===== src/rtl/imem_dmem_port_arbiter.sv =====
// Shares one single-ported memory between instruction fetch and the LSU: arbitrates issue,
// locks the chosen request until the memory accepts it, and routes in-order responses back.
module imem_dmem_port_arbiter #(
  parameter int ADDR_W          = 32,
  parameter int DATA_W          = 32,
  parameter int MAX_OUTSTANDING = 2,
  parameter int STARVE_LIMIT    = 4
) (
  input  logic                  clock,
  input  logic                  reset_n,
  input  logic                  if_req_i,
  input  logic [ADDR_W-1:0]     if_addr_i,
  output logic                  if_gnt_o,
  output logic                  if_rvalid_o,
  output logic [DATA_W-1:0]     if_rdata_o,
  input  logic                  ls_req_i,
  input  logic                  ls_we_i,
  input  logic [DATA_W/8-1:0]   ls_be_i,
  input  logic [ADDR_W-1:0]     ls_addr_i,
  input  logic [DATA_W-1:0]     ls_wdata_i,
  output logic                  ls_gnt_o,
  output logic                  ls_rvalid_o,
  output logic [DATA_W-1:0]     ls_rdata_o,
  output logic                  mem_req_o,
  output logic                  mem_we_o,
  output logic [DATA_W/8-1:0]   mem_be_o,
  output logic [ADDR_W-1:0]     mem_addr_o,
  output logic [DATA_W-1:0]     mem_wdata_o,
  input  logic                  mem_gnt_i,
  input  logic                  mem_rvalid_i,
  input  logic [DATA_W-1:0]     mem_rdata_i,
  output logic                  err_o
);

  localparam int BE_W  = DATA_W / 8;
  localparam int CNT_W = 3;
  localparam int SC_W  = $clog2(STARVE_LIMIT + 1);
  localparam logic [CNT_W-1:0] CNT_MAX  = CNT_W'(MAX_OUTSTANDING);
  localparam logic [1:0]       PTR_LAST = 2'(MAX_OUTSTANDING - 1);
  localparam logic [SC_W-1:0]  SC_MAX   = SC_W'(STARVE_LIMIT);

  typedef enum logic [1:0] {IDLE, HOLD_IF, HOLD_LS} state_t;

  state_t            state;
  state_t            state_next;
  logic              sel_valid;
  logic              sel_ls;
  logic              hold_drop;
  logic              accept;
  logic              push;
  logic              pop;
  logic              full;
  logic              empty;
  logic              head;
  logic [CNT_W-1:0]  count;
  logic [1:0]        rd_ptr;
  logic [1:0]        wr_ptr;
  logic [3:0]        owner_q;
  logic [SC_W-1:0]   starve_cnt;

  function automatic logic [1:0] ptr_next(input logic [1:0] p);
    return (p == PTR_LAST) ? 2'd0 : p + 2'd1;
  endfunction

  assign full   = (count == CNT_MAX);
  assign empty  = (count == '0);
  assign head   = owner_q[rd_ptr];
  assign accept = mem_req_o && mem_gnt_i;
  assign push   = accept;
  assign pop    = mem_rvalid_i && !empty;

  // While a HOLD state is active the selection is pinned to that requester.
  always_comb begin
    sel_valid = 1'b0;
    sel_ls    = 1'b0;
    hold_drop = 1'b0;
    unique case (state)
      HOLD_IF: begin
        sel_valid = if_req_i;
        hold_drop = !if_req_i;
      end
      HOLD_LS: begin
        sel_valid = ls_req_i;
        sel_ls    = 1'b1;
        hold_drop = !ls_req_i;
      end
      default: begin
        sel_valid = if_req_i || ls_req_i;
        sel_ls    = ls_req_i && !(if_req_i && starve_cnt == SC_MAX);
      end
    endcase
  end

  always_ff @(posedge clock or negedge reset_n) begin
    if (!reset_n) begin
      state <= IDLE;
    end else begin
      state <= state_next;
    end
  end

  always_comb begin
    state_next = state;
    unique case (state)
      IDLE: begin
        if (sel_valid && !accept) begin
          state_next = sel_ls ? HOLD_LS : HOLD_IF;
        end
      end
      default: begin
        if (accept || hold_drop) begin
          state_next = IDLE;
        end
      end
    endcase
  end

  // mem_req is gated by reset so nothing is issued while reset is held.
  always_comb begin
    mem_req_o   = reset_n && sel_valid && !full;
    mem_we_o    = sel_ls && ls_we_i;
    mem_be_o    = sel_ls ? ls_be_i : {BE_W{1'b1}};
    mem_addr_o  = sel_ls ? ls_addr_i : if_addr_i;
    mem_wdata_o = sel_ls ? ls_wdata_i : '0;
    if_gnt_o    = mem_req_o && mem_gnt_i && !sel_ls;
    ls_gnt_o    = mem_req_o && mem_gnt_i && sel_ls;
    if_rvalid_o = mem_rvalid_i && !empty && !head;
    ls_rvalid_o = mem_rvalid_i && !empty && head;
    if_rdata_o  = mem_rdata_i;
    ls_rdata_o  = mem_rdata_i;
  end

  // Owner FIFO: one bit per accepted transaction, 1 means the LSU owns the response.
  always_ff @(posedge clock or negedge reset_n) begin
    if (!reset_n) begin
      count   <= '0;
      rd_ptr  <= '0;
      wr_ptr  <= '0;
      owner_q <= '0;
    end else begin
      if (push) begin
        owner_q[wr_ptr] <= sel_ls;
        wr_ptr          <= ptr_next(wr_ptr);
      end
      if (pop) begin
        rd_ptr <= ptr_next(rd_ptr);
      end
      if (push && !pop) begin
        count <= count + CNT_W'(1);
      end else if (pop && !push) begin
        count <= count - CNT_W'(1);
      end
    end
  end

  always_ff @(posedge clock or negedge reset_n) begin
    if (!reset_n) begin
      starve_cnt <= '0;
    end else if (!if_req_i) begin
      starve_cnt <= '0;
    end else if (accept && !sel_ls) begin
      starve_cnt <= '0;
    end else if (accept && sel_ls && starve_cnt != SC_MAX) begin
      starve_cnt <= starve_cnt + SC_W'(1);
    end
  end

  // Sticky: a requester abandoning a locked request, or a response nobody is waiting for.
  always_ff @(posedge clock or negedge reset_n) begin
    if (!reset_n) begin
      err_o <= 1'b0;
    end else if (hold_drop || (mem_rvalid_i && empty)) begin
      err_o <= 1'b1;
    end
  end

endmodule


===== config.mk =====
export PLATFORM = sky130hd
export DESIGN_NAME = imem_dmem_port_arbiter
export DESIGN_NICKNAME = d
export VERILOG_FILES = /design/src/rtl/imem_dmem_port_arbiter.sv
export SDC_FILE = /design/constraint.sdc
export NUM_CORES = 1
export LEC_CHECK = 0
export CORE_AREA = 2 2 109 111
export DETAILED_ROUTE_END_ITERATION = 10
export DIE_AREA = 0 0 111 113
export GPL_TIMING_DRIVEN = 1
export MAX_ROUTING_LAYER = met4
export PLACE_DENSITY = 0.66
export SKIP_CTS_REPAIR_TIMING = 1
export SLEW_MARGIN = 5
export SYNTH_ARGS = -nofsm -noshare
export SYNTH_HDL_FRONTEND = slang
export SYNTH_SLANG_ARGS = --single-unit

===== constraint.sdc =====
create_clock -name clock -period 2.7 [get_ports clock]
set_input_delay 0.54 -clock clock [delete_from_list [all_inputs] [get_ports clock]]
set_output_delay 0.54 -clock clock [all_outputs]
set_load 0.02 [all_outputs]

## Word-level counts from Yosys, hierarchy flattened

Index checks and enable logic that the tools add are counted.

| word-level totals | value |
|---|---|
| flip-flop bits (word level) | 17 |
| word-level logic and storage cells | 80 |
| output and inout port bits | 139 |
| bits of input ports | 139 |

| cells by class | value |
|---|---|
| reduce and logical (&&, ||, !) cells | 34 |
| order comparisons | 3 |
| add/subtract/negate cells | 5 |
| muxes and demuxes | 22 |
| equality and inequality tests | 9 |

Operators by type and width:

| cell | number |
|---|---|
| $mux W32 | 2 |
| $logic_and A1 B1 Y1 | 17 |
| $mux W3 | 5 |
| $mux W2 | 6 |
| $logic_not A1 Y1 | 9 |
| $add A3 B1 Y3 const B | 2 |
| $eq A2 B1 Y1 const B | 3 |
| $lt A2 B3 Y1 const B | 2 |
| $pmux W1 S2 | 3 |
| $add A2 B1 Y2 const B | 2 |
| $bwmux W4 | 1 |
| $mux W4 | 1 |
| $reduce_bool A2 Y1 | 2 |
| $eq A3 B2 Y1 const B | 1 |
| $eq A3 B3 Y1 const B | 1 |
| $logic_not A3 Y1 | 1 |
| $logic_or A1 B1 Y1 | 3 |
| $ne A3 B1 Y1 const B | 1 |
| $ne A3 B3 Y1 const B | 1 |
| $sub A3 B1 Y3 const B | 1 |
| $bmux W1 S2 | 1 |
| $demux W1 S2 | 1 |
| $eq A2 B2 Y1 const B | 1 |
| $ge A2 B1 Y1 const B | 1 |
| other kinds (4) | 5 |

## Longest topological paths before layout

Gate-level depths: netlist of run 1.

| depth | value |
|---|---|
| depth after elaboration | 10 |
| depth in mapped cells | 13 |
| mapped depth without buffers | 12 |

## Worst setup path before layout of run 1

OpenSTA, ideal clock, no wires.

| timing path | value |
|---|---|
| kind | register -> register |
| start point | register state[0] |
| end point | register count[2] |
| data arrival time | 2.314 ns |
| required time | 2.621 ns |
| path slack | 0.306 ns |
| clock period less this slack | 2.394 ns |
| path buffers | 1 |
| setup time | 0.079 ns |
| stages on the path, launching flop included | 14 |
| cell sequence | dfrtp_1 > inv_1 > ha_1 > nand2b_1 > a22o_1 > buf_2 > nand2_8 > inv_6 > ha_1 > inv_1 > fa_1 > xor2_1 > nor2_1 > xor2_1 |

| between the ends | value |
|---|---|
| longest elaborated chain between the ends | 8 |
| elaborated cells between the ends (all ways) | 11 |
| those cells by class | 2 x eq/ne; 2 x mux; 7 x reduce/logical |

Ends and longest elaborated chain:

| item | line | text |
|---|---|---|
| from (decl) | 44 | `state_t state;` |
| from (signal assigned) | 98 | `state <= state_next;` |
| $eq A2 B2 Y1 / $eq A2 B1 Y1 (equally long branches) | 77 | `unique case (state)` |
| $pmux W1 S2 (*) | 77 |  |
| $logic_and A1 B1 Y1 (*) (2 in a row) | 120 | `mem_req_o = reset_n && sel_valid && !full;` |
| $logic_and A1 B1 Y1 (*) | 68 | `assign accept = mem_req_o && mem_gnt_i;` |
| via accept | 49 | `logic accept;` |
| $logic_not A1 Y1 | 150 | `end else if (pop && !push) begin` |
| $logic_and A1 B1 Y1 | 150 |  |
| $reduce_bool A2 Y1 (no source line) | n/a |  |
| to (signal assigned) | 149 | `count <= count + CNT_W'(1);` |
| to (signal assigned) | 151 | `count <= count - CNT_W'(1);` |
| to (decl) | 55 | `logic [CNT_W-1:0] count;` |

The timed path passes the listed nets; every way through them passes the cells marked *.
A chain may end at the register's enable or synchronous reset.

## Worst setup path after layout of run 1

| timing path | value |
|---|---|
| start point | register state[0] |
| end point | register count[1] |

Same word-level chain as after synthesis.

==> impl_metrics.ini, run 1 <==
[synth]
synth_nets = 454
ys.flop_type = dfrtp_1
yosys.area.top_type_share = 0.2226
syn_avg_cell_area_um2 = 7.008
seq_area_frac_synth = 0.1971
yosysTopAreaCell = buf_4
synth.yosys.warnings = 0
synth_cell_types = 38
synthTopCellsByArea = buf_4, dfrtp_1, nand2_1
synth_edf_count = 0
netlist_instances = 308
synth_most_common_cell = nand2_1
synth_async_sr_flop_share = 1.000
netlist_area_um2 = 2158
synth_common_cells = nand2_1, buf_4, and2_1, dfrtp_1
synth-seq-cells = 17

[global_route]
first_global_vias = 2535
grt_util_met2 = 0.2209
antenna_found_initial = 0
overflow = 0
grt.busiest_layer = met2
use_met3 = 0.04499
track_usage = 0.1441
grt_max_degree = 43
grt_pass1_wl_um = 14220
grt_util_met1 = 0.1896

[detailed_routing]
drt-total-wl_um = 9558
wl_per_cell_um = 16.45
first_pass_iters = 4
drt_iter0_drc = 118
vias = 2461
drc_errors = 0
vias_per_cell = 4.236
postRouteAntennaNets = 0

[pwr]
peakVddDrop_uv = 500.4
p_per_area_nw_per_um2 = 1039
p_leak_nw = 2.372

[worst_setup_path]
crit_fanout = 3
path_common_cell = buf_4
max_stage_delay_ns = 0.43
cp.required_ns = 2.83
cp_cell_sequence = buf_4 > buf_4 > ha_1 > nand2b_4 > a22o_1 > buf_6 > nand2_8 > buf_4 > inv_6 > ha_2 > inv_1 > fa_2 > mux2_2
path_class = reg2reg
cp_slowest_cell = fa_2
critical-path-top-delay-family = adder cells
rr_worst_depth = 13
cp.depth = 13
startpoint_type = register
cp.arrival_ns = 2.74
cp-end-kind = register
timing.critical_path.buf_inv = 6

[place]
gp_congestion = 0.8383
post-place-cells = 574
placed_cell_area_um2 = 3801
place_ws_ns = -0.2606
hpwl_um = 7644
port_buffers = 181

[cells_and_area]
drive_gt1_frac = 0.1370
multiInputGateArea_um2 = 1196
fin_area_um2 = 4016
regArea_um2 = 425.4
syn2layout_area_growth_pct = 86.09
num-nets-final = 585
fill_cells = 1228
final_cells = 581
antenna_cells = 0

[sta]
fin_ws_ns = 0.09237
finalHoldViolations = 0
rsz0062_at_grt = false
period_needed_ns = 2.608
worst_pin_slew_ns = 0.4446
fin_skew_ns = 0.001101
fmaxAchievable_mhz = 383.5
slew_headroom = 0.7005
setup-violations-final = 0
period_share = 0.9658
slew_viol_final = 0

[cts]
cts.sink_count = 17
cts_tree = yes
path_clk_slew_ns = 0.05
clock_latency_ns = 0.25
htreeDepth = 1
cts_buffers = 3
clockBufferDepth = 2
cts-root-buf = clkbuf_16

[die]
start_util = 0.1915
core_um2 = 11270
die_w_um = 111
dieArea_um2 = 12540
io_pins = 278
die_h_um = 113
fp-row-count = 39

[worst_hold_path]
hold_class = reg2reg
whs_path_depth = 2

[run]
drv_cap = 0

[run_status]
status = complete, no violations
[cell families (layout without fill, tap and decap cells)]
| logic type | after synthesis | after routing | share of synthesized area |
|---|---|---|---|
| flops | 17 | 17 | 0.1971 |
| buf+inv | 85 | 215 | 0.2678 |
| mux | 3 | 3 | 0.02087 |
| simple gates | 166 | 166 | 0.3658 |
| fa+ha+maj | 7 | 7 | 0.04406 |
| xor+xnor | 5 | 5 | 0.02029 |
| compound gates | 25 | 25 | 0.08406 |
[worst reg2reg max path: cells and delay by family (launching register included)]
kind                       cells  cell delay (ns)
AOI/OAI and AO/OA              1             0.20
buffers and inverters          6             0.61
muxes                          1             0.26
adders and majority gates      3             0.82
and+or+nand+nor                2             0.21
DFF                            1             0.38
[sequential cells by signal, indices dropped and copies added (netlist names)]
name and count:
count 3, state 2, wr_ptr 2, starve_cnt 3, err_o 1, rd_ptr 2, owner_q 4
[path summary, 6_finish.rpt]
| path | startpoint | to | slack [ns] |
|---|---|---|---|
| worst max-delay path | state[0] | count[1] | 0.09 |
| worst min-delay path | err_o | err_o | 0.47 |
| worst max register to register | state[0] | count[1] | 0.09 |
| worst min register to register | err_o | err_o | 0.47 |
| max in group asynchronous | reset_n | err_o | 1.70 |
| min in group asynchronous | reset_n | state[1] | 0.80 |
[final cells by class]
cell class                      count  share of cell area
Multi-Input combinational cell    206              0.2978
Clock inverter                      1            0.001246
Tap cell                          143             0.04455
Clock buffer                        3             0.01869
Inverter                            8            0.008723
Sequential cell                    17              0.1059
Timing Repair Buffer              203              0.5231
[where the power goes]
part,switching (mW),internal (mW)
clock network,0.0979,0.198
registers,0.0731,0.331
logic,1.86,1.62
[metal layers]
layer | vias to the layer above | wire, µm
li1 | 1169 | -
met1 | 1128 | 4119
met2 | 156 | 4504
met3 | 8 | 865
met4 | 0 | 68
met5 | - | 0
[through the flow]
stage                     power (mW)    util  hold WS, ns  setup TNS [ns]
final                          4.175  0.3563       0.4706               0
after global routing           4.489  0.3563       0.5075               0
after CTS                      4.225  0.3443       0.4793          -16.66
after detailed placement       3.897  0.3372       0.4650          -14.51
after global placement         3.863  0.3372       0.4614          -13.11
after floorplan                2.317       -       0.2444               0
[cells in the final DEF, fill, tap and decap left out, types with 5 or more instances in the layout]
| cell | n |
|---|---|
| buf_4 | 18 |
| nor2b_1 | 5 |
| nand2_1 | 101 |
| inv_1 | 5 |
| nand2b_1 | 6 |
| o211ai_1 | 5 |
| nor2_1 | 6 |
| dfrtp_1 | 17 |
| a31oi_1 | 8 |
| clkdlybuf4s50_1 | 108 |
| and2_1 | 33 |
| clkbuf_2 | 16 |
| dlymetal6s2s_1 | 55 |
Note: power is estimated with default switching activity, not from simulation.
==> run 2: changes to the inputs <==
--- a/config.mk
+++ b/config.mk
@@ -5,12 +5,13 @@
 export SDC_FILE = /design/constraint.sdc
 export NUM_CORES = 1
 export LEC_CHECK = 0
-export CORE_AREA = 2 2 109 111
+export CORE_AREA = 2 2 108 110
 export DETAILED_ROUTE_END_ITERATION = 10
-export DIE_AREA = 0 0 111 113
+export DIE_AREA = 0 0 110 112
+export DONT_BUFFER_PORTS = 1
 export GPL_TIMING_DRIVEN = 1
 export MAX_ROUTING_LAYER = met4
-export PLACE_DENSITY = 0.66
+export PLACE_DENSITY = 0.35
 export SKIP_CTS_REPAIR_TIMING = 1
 export SLEW_MARGIN = 5
 export SYNTH_ARGS = -nofsm -noshare
==> run 2 against run 1 <==
Effect of this change: die area is 1.8% lower; final cell count is 31% lower; total power is 21% lower; clock skew is 0.0039 ns higher; combinational power is 26% lower; maximum frequency is 2.8% higher; clock-buffer cell count stayed put; hold slack worse by 0.036 ns; critical path type is now reg2out; largest cell class is now multi-input gates.
==> impl_metrics.ini, run 2 (synthesis gave the netlist of run 1 again) <==
[run_status]
status = complete, no violations

[sta]
worst_pin_slew_ns = 0.7991
slew_headroom = 0.4655
period_share = 0.9391
slew_viol_final = 0
fin_ws_ns = 0.1644
fmaxAchievable_mhz = 394.4
setup-violations-final = 0
fin_skew_ns = 0.005030
finalHoldViolations = 0
tns_ns = 0
period_needed_ns = 2.536
rsz0062_at_grt = false
whs_ns = 0.4342

[cts]
cts_tree = yes
cts_buffers = 3
htreeDepth = 1
clock_latency_ns = 0.25
cts.sink_count = 17
cts-root-buf = clkbuf_16
clockBufferDepth = 2
path_clk_slew_ns = 0.06

[cells_and_area]
largest_register_ffs = 4
fill_cells = 1270
regArea_um2 = 425.4
top_regs = owner_q: 4 flops, count: 3 flops, starve_cnt: 3 flops
drive_gt1_frac = 0.1467
final_core_util = 0.1944
final_cells = 403
fin_area_um2 = 2172
top_register = owner_q
syn2layout_area_growth_pct = 0.6375
final_cell_mix = nand2_1, and2_1, dfrtp_1, buf_4, a31oi_1
num-nets-final = 406
mostFrequentLayoutCell = nand2_1
multiInputGateArea_um2 = 1185

[worst_setup_path]
regToRegStartpoint = state[0]
cp.arrival_ns = 2.00
path_class = reg2out
crit_fanout = 20
cp-end-kind = output port
cp.required_ns = 2.16
crit_path_start = state[0]
rr_worst_depth = 12
startpoint_type = register

[pwr]
p_per_area_nw_per_um2 = 1518
p_int_mw = 1.385
clkPwrFrac = 0.092
swShare = 0.5799
p_leak_nw = 1.017
peakVddDrop_uv = 669.8
p_seq_frac = 0.124
p_total_mw = 3.297
power.switching_mw = 1.912
p_comb_frac = 0.784

[worst_hold_path]
min_from = mem_rvalid_i
hold_class = in2reg
whs_path_depth = 2

[detailed_routing]
vias = 1754
postRouteAntennaNets = 0
drc_errors = 0
drt-total-wl_um = 8815
drt_iter0_drc = 72
vias_per_cell = 4.352
wl_per_cell_um = 21.87
first_pass_iters = 4

[die]
dieArea_um2 = 12320
core_um2 = 11170
die_w_um = 110
die_h_um = 112
start_util = 0.1931
fp-row-count = 39
io_pins = 278

[place]
placed_cell_area_um2 = 2009
hpwl_um = 7476
place_ws_ns = 0.2712
port_buffers = 0
gp_congestion = 0.7476
post-place-cells = 395

[global_route]
antenna_found_initial = 2
track_usage = 0.1301
grt_max_degree = 41
overflow = 0
grt_pass1_wl_um = 11100
first_global_vias = 1628

[run]
drv_cap = 0
[run 2: changes by cell type in the layout (fill, tap and decap cells not counted), sizes merged]
cell | before | now
clkdlybuf4s50 | 108 | 0
dlymetal6s2s | 55 | 0
clkbuf | 20 | 4
buf | 23 | 22
clkinv | 1 | 0
clkinvlp | 0 | 1
diode | 0 | 1
dlygate4sd3 | 0 | 1
[run 2: cell type report]
class,instances,share of cell area
clock inverters,1,0.003456
flip-flops and latches,17,0.1959
multi-input cells,206,0.5455
diodes,1,0.001152
inverters,8,0.01613
clock buffers,3,0.03456
repair buffers,24,0.1210
well taps,143,0.08237
[run 2: per-layer routing]
layer / GRT usage / part of all wire / vias to the layer above
li1: - / - / 818
met1: 0.1625 / 0.40 / 781
met2: 0.1861 / 0.44 / 147
met3: 0.07143 / 0.15 / 8
met4: 0.02278 / 0.0081 / 0
met5: - / 0 / -
[run 2: power groups by stage]
| stage | Clock (mW) | Sequential (mW) | Combinational (mW) |
|---|---|---|---|
| 2_1_floorplan | 0 | 0.393 | 1.92 |
| 3_3_place_gp | 0 | 0.412 | 2.46 |
| 3_5_place_dp | 0 | 0.412 | 2.47 |
| 4_1_cts | 0.314 | 0.409 | 2.48 |
| 5_1_grt | 0.325 | 0.425 | 2.81 |
| 6_report | 0.305 | 0.409 | 2.58 |
[run 2: path summary, 6_finish.rpt]
path,slack [ns],to
max,0.16,mem_addr_o[29]
min,0.43,err_o
max reg2reg,0.28,count[2]
min reg2reg,0.50,rd_ptr[1]
max in group asynchronous,1.38,wr_ptr[0]
min in group asynchronous,0.82,err_o
[run 2: worst max-delay path, cell delays in order (launching register included)]
cell	delay [ns]
dfrtp_1	0.40
inv_1	0.13
ha_4	0.23
nand2b_4	0.15
o21ai_4	0.26
buf_12	0.14
clkbuf_16	0.16
nand2_1	0.06
nand2_1	0.20
==> run 3: changes to the inputs <==
--- a/config.mk
+++ b/config.mk
@@ -10,6 +10,7 @@
 export DIE_AREA = 0 0 110 112
 export DONT_BUFFER_PORTS = 1
 export GPL_TIMING_DRIVEN = 1
+export HOLD_SLACK_MARGIN = 0.08
 export MAX_ROUTING_LAYER = met4
 export PLACE_DENSITY = 0.35
 export SKIP_CTS_REPAIR_TIMING = 1
==> results of run 3 <==
Same layout as run 2: the final DEF is identical, and so are final timing and power.
